==> config.mk <==
export PLATFORM = sky130hd
export DESIGN_NAME = io_channel_flat
export DESIGN_NICKNAME = d
export VERILOG_FILES = /design/src/rtl/io_channel_pkg.sv /design/src/rtl/io_channel_if.sv /design/src/rtl/io_channel_fifo.sv /design/src/rtl/io_channel.sv /design/src/flat_wrapper.sv
export SDC_FILE = /design/constraint.sdc
export NUM_CORES = 1
export LEC_CHECK = 0
export CORE_MARGIN = 2
export CORE_UTILIZATION = 54
export CTS_CLUSTER_DIAMETER = 30
export DETAILED_ROUTE_END_ITERATION = 10
export GPL_TIMING_DRIVEN = 1
export MAX_ROUTING_LAYER = met4
export PLACE_DENSITY_LB_ADDON = 0.25
export SYNTH_ARGS = -nofsm -noshare
export SYNTH_HDL_FRONTEND = slang
export SYNTH_SLANG_ARGS = --single-unit
==> constraint.sdc <==
create_clock -name clock -period 8.9 [get_ports clock]
set_input_delay 1.78 -clock clock [delete_from_list [all_inputs] [get_ports clock]]
set_output_delay 1.78 -clock clock [all_outputs]
set_load 0.03 [all_outputs]
==> src/rtl/io_channel_pkg.sv <==
// ============================================================================
// Module   : io_channel_pkg
// Brief    : Shared FSM states, condition codes and address types for io_channel.
// Revision : 1.0 - initial release
// ============================================================================
`default_nettype none

package io_channel_pkg;

    localparam int ADDR_W = 17;

    typedef logic [32-ADDR_W:31] word_addr_t;
    typedef logic [0:31]         word_t;
    typedef logic [0:3]          cc_t;

    localparam logic [1:0] ST_IDLE  = 2'd0;
    localparam logic [1:0] ST_FETCH = 2'd1;
    localparam logic [1:0] ST_STORE = 2'd2;
    localparam logic [1:0] ST_DRAIN = 2'd3;

    localparam cc_t CC_OK   = 4'b0000;
    localparam cc_t CC_BUSY = 4'b1000;
    localparam cc_t CC_ZERO = 4'b0100;
    localparam cc_t CC_HALT = 4'b0010;

    // Word addresses wrap silently at the top of the 17-bit space.
    function automatic word_addr_t addr_inc(input word_addr_t a);
        return a + word_addr_t'(1);
    endfunction

endpackage

`default_nettype wire

==> src/rtl/io_channel_if.sv <==
// ============================================================================
// Module   : io_channel_if
// Brief    : Command, memory-port and device-stream signals of io_channel.
// Revision : 1.0 - initial release
// ============================================================================
`default_nettype none

interface io_channel_if;
    import io_channel_pkg::*;

    logic        sio;
    word_addr_t  sio_addr;
    logic [15:0] sio_count;
    logic        sio_dir;
    logic        hio;
    logic        running;
    cc_t         cc;

    logic        mem_grant;
    word_addr_t  mem_address;
    logic [0:3]  mem_wr_en;
    word_t       mem_data_out;
    word_t       mem_data_in;

    word_t       dev_out_data;
    logic        dev_out_valid;
    logic        dev_out_ready;
    word_t       dev_in_data;
    logic        dev_in_valid;
    logic        dev_in_ready;

    modport master (
        output sio, sio_addr, sio_count, sio_dir, hio,
        output mem_grant, mem_data_in, dev_out_ready, dev_in_data, dev_in_valid,
        input  running, cc, mem_address, mem_wr_en, mem_data_out,
        input  dev_out_data, dev_out_valid, dev_in_ready
    );

    modport slave (
        input  sio, sio_addr, sio_count, sio_dir, hio,
        input  mem_grant, mem_data_in, dev_out_ready, dev_in_data, dev_in_valid,
        output running, cc, mem_address, mem_wr_en, mem_data_out,
        output dev_out_data, dev_out_valid, dev_in_ready
    );

endinterface

`default_nettype wire

==> src/rtl/io_channel_fifo.sv <==
// ============================================================================
// Module   : io_channel_fifo
// Brief    : Synchronous word FIFO, registered wrap-bit pointers, flush input.
// Revision : 1.0 - initial release
// ============================================================================
`default_nettype none

module io_channel_fifo #(
    parameter int DEPTH = 4,
    parameter int WIDTH = 32
) (
    input  wire logic             clock,
    input  wire logic             reset,
    input  wire logic             flush_i,
    input  wire logic             push_i,
    input  wire logic [WIDTH-1:0] wdata_i,
    input  wire logic             pop_i,
    output logic      [WIDTH-1:0] rdata_o,
    output logic                  full_o,
    output logic                  empty_o,
    output logic                  last_o
);

    localparam int            PTR_W    = $clog2(DEPTH);
    localparam logic [PTR_W:0] ONE_LEFT = {{PTR_W{1'b0}}, 1'b1};

    logic [WIDTH-1:0] mem_q [DEPTH];
    logic [PTR_W:0]   wr_ptr_q, wr_ptr_d;
    logic [PTR_W:0]   rd_ptr_q, rd_ptr_d;
    logic             do_push;
    logic             do_pop;

    assign empty_o = (wr_ptr_q == rd_ptr_q);
    assign full_o  = (wr_ptr_q[PTR_W] != rd_ptr_q[PTR_W]) &&
                     (wr_ptr_q[PTR_W-1:0] == rd_ptr_q[PTR_W-1:0]);
    assign last_o  = ((wr_ptr_q - rd_ptr_q) == ONE_LEFT);

    // Full gates the push before any same-cycle pop is considered.
    assign do_push = push_i && !full_o && !flush_i;
    assign do_pop  = pop_i && !empty_o && !flush_i;

    assign rdata_o = empty_o ? '0 : mem_q[rd_ptr_q[PTR_W-1:0]];

    always_comb begin
        wr_ptr_d = wr_ptr_q + {{PTR_W{1'b0}}, do_push};
        rd_ptr_d = rd_ptr_q + {{PTR_W{1'b0}}, do_pop};
        if (flush_i) begin
            wr_ptr_d = '0;
            rd_ptr_d = '0;
        end
    end

    always_ff @(posedge clock) begin
        if (!reset) begin
            wr_ptr_q <= '0;
            rd_ptr_q <= '0;
        end else begin
            wr_ptr_q <= wr_ptr_d;
            rd_ptr_q <= rd_ptr_d;
        end
    end

    always_ff @(posedge clock) begin
        if (reset && do_push) begin
            mem_q[wr_ptr_q[PTR_W-1:0]] <= wdata_i;
        end
    end

endmodule

`default_nettype wire

==> src/rtl/io_channel.sv <==
// ============================================================================
// Module   : io_channel
// Brief    : Word-block channel between memory and a device stream.
//            Halt I/O support is compiled in with IOC_HALT_EN.
// Revision : 1.0 - initial release
// ============================================================================
`default_nettype none

module io_channel
    import io_channel_pkg::*;
#(
    parameter int FIFO_DEPTH = 4
) (
    input  wire logic clock,
    input  wire logic reset,
    io_channel_if.slave bus
);

    logic [1:0]  state_q, state_d;
    word_addr_t  addr_q, addr_d;
    logic [15:0] count_q, count_d;
    cc_t         cc_q, cc_d;

    logic        halt_req;
    logic        fetch_beat;
    logic        store_open;
    logic        store_beat;
    logic        fifo_full;
    logic        fifo_empty;
    logic        fifo_last;
    logic        fifo_pop;
    word_t       fifo_rdata;

`ifdef IOC_HALT_EN
    assign halt_req = reset && bus.hio && (state_q != ST_IDLE);
`else
    logic unused_hio;
    assign unused_hio = bus.hio;
    assign halt_req   = 1'b0;
`endif

    // Memory beats are qualified by reset so the reset edge never writes.
    assign fetch_beat = reset && !halt_req && (state_q == ST_FETCH) &&
                        bus.mem_grant && !fifo_full && (count_q != 16'd0);
    assign store_open = reset && !halt_req && (state_q == ST_STORE) &&
                        (count_q != 16'd0);
    assign store_beat = bus.dev_in_ready && bus.dev_in_valid;

    assign bus.dev_in_ready  = store_open && bus.mem_grant;
    assign bus.mem_address   = (fetch_beat || store_beat) ? addr_q : '0;
    assign bus.mem_wr_en     = store_beat ? 4'b1111 : 4'b0000;
    assign bus.mem_data_out  = store_beat ? bus.dev_in_data : '0;
    assign bus.dev_out_valid = !fifo_empty;
    assign bus.dev_out_data  = fifo_rdata;
    assign bus.running       = (state_q != ST_IDLE);
    assign bus.cc            = cc_q;

    assign fifo_pop = !fifo_empty && bus.dev_out_ready;

    io_channel_fifo #(
        .DEPTH (FIFO_DEPTH),
        .WIDTH (32)
    ) u_fifo (
        .clock   (clock),
        .reset   (reset),
        .flush_i (halt_req),
        .push_i  (fetch_beat),
        .wdata_i (bus.mem_data_in),
        .pop_i   (fifo_pop),
        .rdata_o (fifo_rdata),
        .full_o  (fifo_full),
        .empty_o (fifo_empty),
        .last_o  (fifo_last)
    );

    always_comb begin
        state_d = state_q;
        addr_d  = addr_q;
        count_d = count_q;
        cc_d    = cc_q;
        case (state_q)
            ST_IDLE: begin
                if (bus.sio) begin
                    addr_d  = bus.sio_addr;
                    count_d = bus.sio_count;
                    if (bus.sio_count == 16'd0) begin
                        cc_d = CC_ZERO;
                    end else begin
                        cc_d    = CC_OK;
                        state_d = bus.sio_dir ? ST_STORE : ST_FETCH;
                    end
                end
            end
            ST_FETCH: begin
                if (fetch_beat) begin
                    addr_d  = addr_inc(addr_q);
                    count_d = count_q - 16'd1;
                    if (count_q == 16'd1) state_d = ST_DRAIN;
                end
            end
            ST_STORE: begin
                if (store_beat) begin
                    addr_d  = addr_inc(addr_q);
                    count_d = count_q - 16'd1;
                    if (count_q == 16'd1) begin
                        state_d = ST_IDLE;
                        cc_d    = CC_OK;
                    end
                end
            end
            ST_DRAIN: begin
                if (fifo_pop && fifo_last) begin
                    state_d = ST_IDLE;
                    cc_d    = CC_OK;
                end
            end
            default: state_d = ST_IDLE;
        endcase
        // A rejected command only reports busy; the transfer keeps going.
        if (bus.sio && (state_q != ST_IDLE)) cc_d = CC_BUSY;
        if (halt_req) begin
            state_d = ST_IDLE;
            count_d = '0;
            cc_d    = CC_HALT;
        end
    end

    always_ff @(posedge clock) begin
        if (!reset) begin
            state_q <= ST_IDLE;
            addr_q  <= '0;
            count_q <= '0;
            cc_q    <= CC_OK;
        end else begin
            state_q <= state_d;
            addr_q  <= addr_d;
            count_q <= count_d;
            cc_q    <= cc_d;
        end
    end

endmodule

`default_nettype wire

==> src/flat_wrapper.sv <==
// flat-port wrapper written by rule: the top's interface ports become plain ports
module io_channel_flat import io_channel_pkg::*;
#(
    parameter int FIFO_DEPTH = 4
)
  (clock, reset, bus_sio, bus_sio_addr, bus_sio_count, bus_sio_dir, bus_hio, bus_mem_grant, bus_mem_data_in, bus_dev_out_ready, bus_dev_in_data, bus_dev_in_valid, bus_running, bus_cc, bus_mem_address, bus_mem_wr_en, bus_mem_data_out, bus_dev_out_data, bus_dev_out_valid, bus_dev_in_ready);
  io_channel_if bus_i ();
  input  wire logic clock;
  input  wire logic reset;
  input wire logic [$bits(bus_i.sio)-1:0] bus_sio;
  input wire logic [$bits(bus_i.sio_addr)-1:0] bus_sio_addr;
  input wire logic [$bits(bus_i.sio_count)-1:0] bus_sio_count;
  input wire logic [$bits(bus_i.sio_dir)-1:0] bus_sio_dir;
  input wire logic [$bits(bus_i.hio)-1:0] bus_hio;
  input wire logic [$bits(bus_i.mem_grant)-1:0] bus_mem_grant;
  input wire logic [$bits(bus_i.mem_data_in)-1:0] bus_mem_data_in;
  input wire logic [$bits(bus_i.dev_out_ready)-1:0] bus_dev_out_ready;
  input wire logic [$bits(bus_i.dev_in_data)-1:0] bus_dev_in_data;
  input wire logic [$bits(bus_i.dev_in_valid)-1:0] bus_dev_in_valid;
  output wire logic [$bits(bus_i.running)-1:0] bus_running;
  output wire logic [$bits(bus_i.cc)-1:0] bus_cc;
  output wire logic [$bits(bus_i.mem_address)-1:0] bus_mem_address;
  output wire logic [$bits(bus_i.mem_wr_en)-1:0] bus_mem_wr_en;
  output wire logic [$bits(bus_i.mem_data_out)-1:0] bus_mem_data_out;
  output wire logic [$bits(bus_i.dev_out_data)-1:0] bus_dev_out_data;
  output wire logic [$bits(bus_i.dev_out_valid)-1:0] bus_dev_out_valid;
  output wire logic [$bits(bus_i.dev_in_ready)-1:0] bus_dev_in_ready;
  assign bus_i.sio = bus_sio;
  assign bus_i.sio_addr = bus_sio_addr;
  assign bus_i.sio_count = bus_sio_count;
  assign bus_i.sio_dir = bus_sio_dir;
  assign bus_i.hio = bus_hio;
  assign bus_i.mem_grant = bus_mem_grant;
  assign bus_i.mem_data_in = bus_mem_data_in;
  assign bus_i.dev_out_ready = bus_dev_out_ready;
  assign bus_i.dev_in_data = bus_dev_in_data;
  assign bus_i.dev_in_valid = bus_dev_in_valid;
  assign bus_running = bus_i.running;
  assign bus_cc = bus_i.cc;
  assign bus_mem_address = bus_i.mem_address;
  assign bus_mem_wr_en = bus_i.mem_wr_en;
  assign bus_mem_data_out = bus_i.mem_data_out;
  assign bus_dev_out_data = bus_i.dev_out_data;
  assign bus_dev_out_valid = bus_i.dev_out_valid;
  assign bus_dev_in_ready = bus_i.dev_in_ready;
  io_channel #(.FIFO_DEPTH(FIFO_DEPTH)) u_core (.clock(clock), .reset(reset), .bus(bus_i));
endmodule
==> results of run 1 <==
-- layer usage --
| metal | vias to the layer above | track usage |
|---|---|---|
| li1 | 2796 | - |
| met1 | 2940 | 0.327 |
| met2 | 218 | 0.408 |
| met3 | 35 | 0.0502 |
| met4 | 0 | 0.0905 |
| met5 | - | - |
-- cell families (layout without fill, tap and decap cells) --
group | after synthesis | after routing | synth area share
AND/OR/NAND/NOR | 239 | 239 | 0.159
flip-flops | 171 | 171 | 0.582
AO/OA/AOI/OAI | 120 | 120 | 0.0968
buffers and inverters | 65 | 255 | 0.0387
multiplexers | 36 | 36 | 0.0943
adder cells (fa/ha/maj) | 15 | 15 | 0.0242
XOR/XNOR | 4 | 4 | 0.00434
other | 1 | 2 | 0.000464
-- placed cells by master (no fill, tap or decap), types with 4 or more instances in the layout --
cell,n
a21oi_1,42
a31o_2,6
and2_1,54
and3_1,4
buf_4,14
clkbuf_16,17
clkdlybuf4s50_1,193
clkinv_2,4
dfxtp_1,41
edfxtp_1,128
ha_1,14
inv_1,16
mux4_2,32
nand2_1,63
nand3_1,16
nand4_1,9
nor2_1,18
nor2b_1,37
nor3_1,13
nor3_2,4
nor4_1,8
o21ai_0,23
o2bb2ai_1,5
o31ai_1,9
o32ai_1,9
o41ai_1,4
xnor2_1,4
-- where the power goes --
part | internal [mW] | switching [mW] | leakage, nW | total [mW]
combinational | 0.411 | 0.638 | 1.80 | 1.05
clock | 0.440 | 0.292 | 0.288 | 0.733
sequential | 0.938 | 0.0874 | 1.51 | 1.03
-- worst register-to-register path: cells and delay by family (launching register included) --
kind	cells	cell delay [ns]
AO/OA/AOI/OAI	4	1.78
adder cells (fa/ha/maj)	1	0.32
buffers and inverters	1	0.15
flip-flops	1	0.95
AND/OR/NAND/NOR	2	0.44
-- area by class of cell --
type	instances	area, um^2	share of cell area
Clock buffer	20	437	0.0408
Clock inverter	12	144	0.0134
Inverter	16	60.1	0.00561
Multi-Input combinational cell	416	3090	0.288
Sequential cell	171	4710	0.440
Tap cell	184	230	0.0215
Timing Repair Buffer	207	2040	0.190
-- path summary, 6_finish.rpt --
check / endpoint / slack [ns] / cells after the start / start
max: bus_mem_data_out[14] / 2.41 / 7 / reset
min: u_core.addr_q[16] / 0.49 / 2 / u_core.addr_q[16]
max reg2reg: u_core.count_q[3] / 5.19 / 8 / u_core.u_fifo.rd_ptr_q[1]
min reg2reg: u_core.addr_q[16] / 0.49 / 2 / u_core.addr_q[16]
-- registers in the layout (all words and copies together) (netlist names) --
name,cells
u_core.addr_q,17
u_core.bus.cc,2
u_core.count_q,16
u_core.state_q,2
u_core.u_fifo.mem_q,128
u_core.u_fifo.rd_ptr_q,3
u_core.u_fifo.wr_ptr_q,3
==> results.sh, run 1 <==
export IMPL_vias=5989
export IMPL_ys_ff_latch=171
export IMPL_crit_buf_inv=3
export IMPL_cp_arrival_ns=4.71
export IMPL_cp_common_cell="clkdlybuf4s50_1"
export IMPL_netlist_top_cells_area="edfxtp_1 (48%), dfxtp_1 (11%), mux4_2 (8.9%)"
export IMPL_synth_commonest_cells="edfxtp_1 (128), nand2_1 (63), and2_1 (54)"
export IMPL_post_cts_resized=0
export IMPL_ys_seq_area_frac=0.582
export IMPL_grt_overflow_total=0
export IMPL_syn_area_um2=8080
export IMPL_synth_main_ff_cell="edfxtp_1"
export IMPL_maxSlewHeadroom=0.128
export IMPL_yosys_warnings=0
export IMPL_period_minus_slack_ns=6.49
export IMPL_syn_inst=651
export IMPL_finalCritPeriodShare=0.730
export IMPL_wl_met3_um=891
export IMPL_clk_latency_ns=0.42
export IMPL_cts_buffers=17
export IMPL_power_density_nw_per_um2=262
export IMPL_final_max_slew_viol_count=0
export IMPL_setup_viol=0
export IMPL_grt_max_degree=51
export IMPL_finalPower_mw=2.81
export IMPL_cts_htree_levels=4
export IMPL_met1Wirelength_um=8120
export IMPL_hold_viol=0
export IMPL_cts_tree="done"
export IMPL_crit_chain="clkdlybuf4s50_1 -> buf_4 -> nand2_1 -> nor2_1 -> and3_1 -> and2_1 -> clkdlybuf4s50_1"
export IMPL_cp_max_fo=48
export IMPL_final_area_um2=10700
export IMPL_synth_top_area_frac=0.476
export IMPL_fin_ws_ns=2.41
export IMPL_wire_per_inst_um=18.9
export IMPL_rsz0062_at_grt="no"
export IMPL_grt_first_pass_wirelength_um=30900
export IMPL_dp_hpwl_um=12900
export IMPL_p_leak_nw=3.59
export IMPL_final_cell_count_no_fill=1026
export IMPL_fill_cells=974
export IMPL_syn_area_per_cell_um2=12.4
export IMPL_drt_total_wl_um=19400
export IMPL_core_area_um2=14600
export IMPL_ant_nets=0
export IMPL_post_route_util=0.733
export IMPL_die_x_um=126
export IMPL_crit_family="buffers and inverters"
export IMPL_path_clk_slew_ns=0.06
export IMPL_critical_path_slowest_cell="and3_1"
export IMPL_worst_pin_slew_ns=1.31
export IMPL_viasPerCell=5.84
export IMPL_top_layer="met4"
export IMPL_initialDrtViolationCount=550
export IMPL_numClockSinks=171
export IMPL_dp_cells=994
export IMPL_yosys_cell_count_top_type="edfxtp_1"
export IMPL_worstSetupPathType="input port to output port"
export IMPL_vdd_drop_max_uv=228
export IMPL_ios=197
export IMPL_cts_hold_buf=0
export IMPL_worstSetupStartpointType="input port"
export IMPL_status="finished, final reports clean"
export IMPL_antennaDiodeCount=0
export IMPL_die_h_um=126
export IMPL_cts_root_buffer="clkbuf_16"
export IMPL_cap_violations=0
export IMPL_synthArstFlopShare=0
export IMPL_critPathMaxStageDelay_ns=0.79
export IMPL_syn2layout_area_growth_pct=32.4
export IMPL_yosysTopAreaCell="edfxtp_1"
export IMPL_dr_wl_met2_um=9980
export IMPL_fin_skew_ns=0.00727
export IMPL_rows=44
export IMPL_place_ws_ns=2.47
export IMPL_synth_edf_count=128
export IMPL_layout_nets=949
export IMPL_crit_required_ns=7.12
export IMPL_gp_congestion=0.860
export IMPL_antenna_found_initial=0
export IMPL_cts_setup_buffers=0
export IMPL_drive_gt1_frac=0.107
export IMPL_ys_types=56
export IMPL_fmax_mhz=154
export IMPL_cts_buffer_depth=2
export IMPL_fin_tns_setup_ns=0
export IMPL_die_area_um2=16000
export IMPL_hp_class="flop to flop"
export IMPL_end_kind="output port"
export IMPL_drcViolationCount=0
export IMPL_start_util=0.554
export IMPL_grt_pass1_vias=6059
export IMPL_port_buffers=193
export IMPL_grt_usage=0.254
export IMPL_post_dp_cell_area_um2=10100
export IMPL_fin_hold_ws_ns=0.490
export IMPL_first_pass_iters=5
Power figures use the tool's default switching activity.
==> run 2: changes to the inputs <==
- CORE_UTILIZATION: 54 -> 50
- clock period: 8.9 -> 6.65 ns (I/O delays scaled with it)
==> run 2 against run 1 <==
  * Largest power group unchanged
  * First-iteration DRC count increased by 9.5%
  * Clock power increased by 43%
  * Utilization decreased by 5.4 points
  * Clock-buffer cell count decreased by 1
  * Sequential share of layout area decreased by 0.24 points
  * Register-to-register slack got worse by 1.8 ns
  * Sequential cell count unchanged
==> results.sh, run 2 (synthesized netlist as in run 1, its figures left out) <==
export IMPL_die_area_um2=17200
export IMPL_post_dp_cell_area_um2=10100
export IMPL_die_x_um=131
export IMPL_worst_r2r_path_depth=9
export IMPL_status="finished, final reports clean"
export IMPL_setup_viol=0
export IMPL_final_common_cell="clkdlybuf4s50_1"
export IMPL_vias=5940
export IMPL_p_clk_frac=0.273
export IMPL_hp_class="flop to flop"
export IMPL_final_max_slew_viol_count=0
export IMPL_drcViolationCount=0
export IMPL_initialDrtViolationCount=602
export IMPL_cts_buffers=17
export IMPL_grt_max_degree=45
export IMPL_cap_violations=0
export IMPL_finalPower_mw=3.83
export IMPL_wire_per_inst_um=18.5
export IMPL_grt_first_pass_wirelength_um=31700
export IMPL_die_h_um=131
export IMPL_crit_required_ns=5.32
export IMPL_cts_hold_buf=0
export IMPL_worstSetupStartpointType="flop"
export IMPL_grt_pass1_vias=6137
export IMPL_cp_arrival_ns=3.81
export IMPL_hold_viol=0
export IMPL_min_to="u_core.addr_q[16]"
export IMPL_grt_overflow_total=0
export IMPL_viasPerCell=5.63
export IMPL_fin_skew_ns=0.00996
export IMPL_fill_cells=1155
export IMPL_maxSlewHeadroom=0.267
export IMPL_start_util=0.510
export IMPL_drt_total_wl_um=19500
export IMPL_end_kind="output port"
export IMPL_numClockSinks=171
export IMPL_layout_common_cells="clkdlybuf4s50_1 (193), edfxtp_1 (128), nand2_1 (63), and2_1 (54), a21oi_1 (42)"
export IMPL_layout_nets=946
export IMPL_hp_start="u_core.addr_q[16]"
export IMPL_ant_nets=0
export IMPL_drive_gt1_frac=0.105
export IMPL_core_area_um2=15800
export IMPL_rrSetupSlack_ns=3.42
export IMPL_seqPwrFrac=0.359
export IMPL_clk_latency_ns=0.43
export IMPL_path_clk_slew_ns=0.06
export IMPL_fin_tns_setup_ns=0
export IMPL_rows=46
export IMPL_switching_power_mw=1.39
export IMPL_cts_root_buffer="clkbuf_16"
export IMPL_final_cell_count_no_fill=1055
export IMPL_worst_pin_slew_ns=1.10
export IMPL_combPwrFrac=0.368
export IMPL_cp_max_fo=35
export IMPL_dp_cells=1023
export IMPL_period_minus_slack_ns=5.14
export IMPL_ios=197
export IMPL_syn2layout_area_growth_pct=33.2
export IMPL_p_leak_nw=3.59
export IMPL_cts_htree_levels=4
export IMPL_largest_register_ffs=128
export IMPL_cts_buffer_depth=2
export IMPL_multiInputGateArea_um2=3090
export IMPL_power_internal_mw=2.44
export IMPL_power_density_nw_per_um2=356
export IMPL_p_sw_frac=0.362
export IMPL_port_buffers=193
export IMPL_grt_usage=0.239
export IMPL_antenna_found_initial=1
export IMPL_cts_tree="done"
export IMPL_first_pass_iters=7
export IMPL_final_area_um2=10800
export IMPL_dp_hpwl_um=12900
export IMPL_vdd_drop_max_uv=235
export IMPL_reg2reg_from="u_core.u_fifo.rd_ptr_q[1]"
export IMPL_worst_r2r_endpoint="u_core.addr_q[6]"
export IMPL_fmax_mhz=195
export IMPL_post_cts_resized=0
export IMPL_whs_path_depth=2
export IMPL_cts_setup_buffers=0
export IMPL_layout_area_seq_um2=4710
export IMPL_gp_congestion=0.871
export IMPL_worstSetupPathType="flop to output port"
export IMPL_finalCritPeriodShare=0.773
export IMPL_rsz0062_at_grt="no"
-- run 2: cell type report --
class                   count  share of cell area
repair buffers            204               0.187
flip-flops and latches    171               0.437
clock buffers              19              0.0402
clock inverters            12              0.0173
well taps                 216              0.0251
inverters                  16             0.00558
diodes                      1            0.000233
multi-input cells         416               0.287
-- run 2: power by group through the flow --
stage | Combinational [mW] | Sequential (mW) | Clock [mW]
2_1_floorplan | 1.05 | 1.36 | 0
3_3_place_gp | 1.35 | 1.38 | 0
3_5_place_dp | 1.40 | 1.39 | 0
4_1_cts | 1.40 | 1.37 | 1.06
5_1_grt | 1.56 | 1.39 | 1.11
6_report | 1.41 | 1.37 | 1.05
-- run 2: worst max-delay path, cell delays in order, from the launching register on --
cell and delay, ns:
dfxtp_2 0.95, inv_1 0.11, ha_1 0.32, nand2_1 0.07
o21ai_0 0.10, a21oi_1 0.87, and2_1 0.28, clkdlybuf4s50_1 0.68
-- run 2: metal layers --
metal  GRT usage  share of wire
met1       0.294           0.42
met2       0.408           0.52
met3      0.0463          0.049
met4      0.0682          0.014
met5           -              0
-- run 2: how the worst max path moves through the flow --
stage / from / end / slack, ns / cells past startpoint
floorplan: u_core.u_fifo.rd_ptr_q[1] / u_core.u_fifo.mem_q[0][0] / 2.08 / 9
global placement: reset / bus_mem_address[4] / 1.57 / 5
detailed placement: reset / bus_mem_address[4] / 1.50 / 5
CTS: u_core.u_fifo.rd_ptr_q[1] / bus_mem_address[4] / 1.43 / 7
global route: u_core.u_fifo.rd_ptr_q[1] / bus_mem_address[4] / 1.22 / 7
finish: u_core.u_fifo.rd_ptr_q[1] / bus_mem_address[3] / 1.51 / 7
-- run 2: per-stage QoR --
step	hold WS [ns]	utilization	setup WS, ns
finish	0.492	0.680	1.51
global route	0.515	0.680	1.22
CTS	0.477	0.680	1.43
detailed placement	0.470	0.640	1.50
global placement	0.449	0.640	1.57
floorplan	0.436	-	2.08
==> run 3: changes to the inputs <==
- clock period: 6.65 -> 4.8 ns (I/O delays scaled with it)
==> run 3 against run 2 <==
  * Sequential cell count unchanged
  * Critical path type unchanged
  * Sequential power increased by 39%
  * Clock skew increased by 0.0026 ns
  * Largest cell class unchanged
==> results.sh, run 3 (synthesized netlist as in run 1, its figures left out) <==
export IMPL_status="finished, final reports clean"
export IMPL_final_max_slew_viol_count=0
export IMPL_hold_viol=0
export IMPL_fin_tns_setup_ns=0
export IMPL_grt_first_pass_wirelength_um=30700
export IMPL_grt_overflow_total=0
export IMPL_cp_max_fo=36
export IMPL_first_pass_iters=5
export IMPL_period_minus_slack_ns=3.93
export IMPL_vias=5886
export IMPL_drcViolationCount=0
export IMPL_post_dp_cell_area_um2=10000
export IMPL_die_x_um=131
export IMPL_port_buffers=193
export IMPL_layout_common_cells="clkdlybuf4s50_1 (140), edfxtp_1 (128), buf_4 (65), nand2_1 (63), and2_1 (54)"
export IMPL_fmax_mhz=254
export IMPL_viasPerCell=5.56
export IMPL_dp_hpwl_um=12400
export IMPL_post_cts_resized=0
export IMPL_dp_cells=1025
export IMPL_worstSetupStartpointType="flop"
export IMPL_fin_ws_ns=0.869
export IMPL_ant_nets=0
export IMPL_cts_hold_buf=0
export IMPL_layout_nets=948
export IMPL_cts_htree_levels=4
export IMPL_drive_gt1_frac=0.174
export IMPL_layout_area_seq_um2=4710
export IMPL_numClockSinks=171
export IMPL_final_area_um2=10700
export IMPL_cap_violations=0
export IMPL_fin_skew_ns=0.0125
export IMPL_die_area_um2=17200
export IMPL_gp_congestion=0.875
export IMPL_crit_required_ns=3.84
export IMPL_rows=46
export IMPL_cts_buffers=17
export IMPL_antenna_found_initial=1
export IMPL_dr_wl_met2_um=9610
export IMPL_cts_buffer_depth=2
export IMPL_top_layer="met4"
export IMPL_ios=197
export IMPL_drt_total_wl_um=18900
export IMPL_grt_pass1_vias=5982
export IMPL_worstSetupPathType="flop to output port"
export IMPL_die_h_um=131
export IMPL_p_leak_nw=3.74
export IMPL_power_density_nw_per_um2=502
export IMPL_path_clk_slew_ns=0.07
export IMPL_final_cell_count_no_fill=1058
export IMPL_setup_viol=0
export IMPL_initialDrtViolationCount=524
export IMPL_cts_tree="done"
export IMPL_fill_cells=1164
export IMPL_grt_max_degree=48
export IMPL_hp_class="flop to flop"
export IMPL_grt_usage=0.230
export IMPL_met1Wirelength_um=8010
export IMPL_finalCritPeriodShare=0.819
export IMPL_clk_latency_ns=0.42
export IMPL_syn2layout_area_growth_pct=32.4
export IMPL_wl_met3_um=830
export IMPL_cts_root_buffer="clkbuf_16"
export IMPL_place_ws_ns=0.993
export IMPL_cp_arrival_ns=2.97
export IMPL_vdd_drop_max_uv=315
export IMPL_multiInputGateArea_um2=3090
export IMPL_largest_register_ffs=128
export IMPL_final_common_cell="clkdlybuf4s50_1"
export IMPL_core_area_um2=15800
export IMPL_end_kind="output port"
export IMPL_rsz0062_at_grt="no"
export IMPL_worst_pin_slew_ns=1.10
export IMPL_start_util=0.510
export IMPL_maxSlewHeadroom=0.263
export IMPL_wire_per_inst_um=17.8
export IMPL_cts_setup_buffers=0
==> run 3: changes by cell type in the layout (fill, tap and decap cells not counted) <==
cell	before	now
buf_4	11	65
clkdlybuf4s50_1	193	140
inv_8	1	3
buf_12	0	1
bufinv_16	4	5
clkbuf_1	2	1
clkinv_1	1	0
clkinv_2	0	1
clkinv_4	2	1
==> run 3: worst max-delay path, cell delays in order, from the launching register on <==
cell and delay, ns:
dfxtp_1 0.33, inv_1 0.11, ha_1 0.34, nor4b_1 0.44
and4_4 0.31, nor2_1 0.05, and3_1 0.47, and2_1 0.33
buf_4 0.17
==> run 3: cell type report <==
cell class              instances  area share
multi-input cells             416       0.288
well taps                     216      0.0253
diodes                          1    0.000234
clock inverters                14      0.0216
repair buffers                206       0.179
clock buffers                  18      0.0401
inverters                      16     0.00562
flip-flops and latches        171       0.440
==> run 3: path summary, 6_finish.rpt <==
kind	from	to	slack [ns]	cells after the start
worst max-delay path	u_core.count_q[0]	bus_mem_data_out[24]	0.87	8
worst max register to register	u_core.count_q[0]	u_core.addr_q[12]	1.44	9
worst min-delay path	u_core.count_q[12]	u_core.count_q[12]	0.47	2
worst min register to register	u_core.count_q[12]	u_core.count_q[12]	0.47	2
==> run 3: routing by layer <==
| metal | vias to the layer above | track usage |
|---|---|---|
| li1 | 2798 | - |
| met1 | 2878 | 0.286 |
| met2 | 180 | 0.382 |
| met3 | 30 | 0.0409 |
| met4 | 0 | 0.0864 |
| met5 | - | - |
==> run 3: power breakdown <==
group          leakage (nW)  internal, mW  switching [mW]
clock                 0.321         0.939           0.579
combinational          1.91         0.769            1.17
sequential             1.51          1.74           0.167
==> run 3: metrics by stage <==
| stage | power, mW | utilization | hold WS [ns] |
|---|---|---|---|
| floorplan | 3.34 | - | 0.436 |
| global placement | 3.79 | 0.634 | 0.451 |
| detailed placement | 3.84 | 0.634 | 0.466 |
| CTS | 5.36 | 0.676 | 0.468 |
| global route | 5.66 | 0.676 | 0.529 |
| finish | 5.36 | 0.676 | 0.468 |
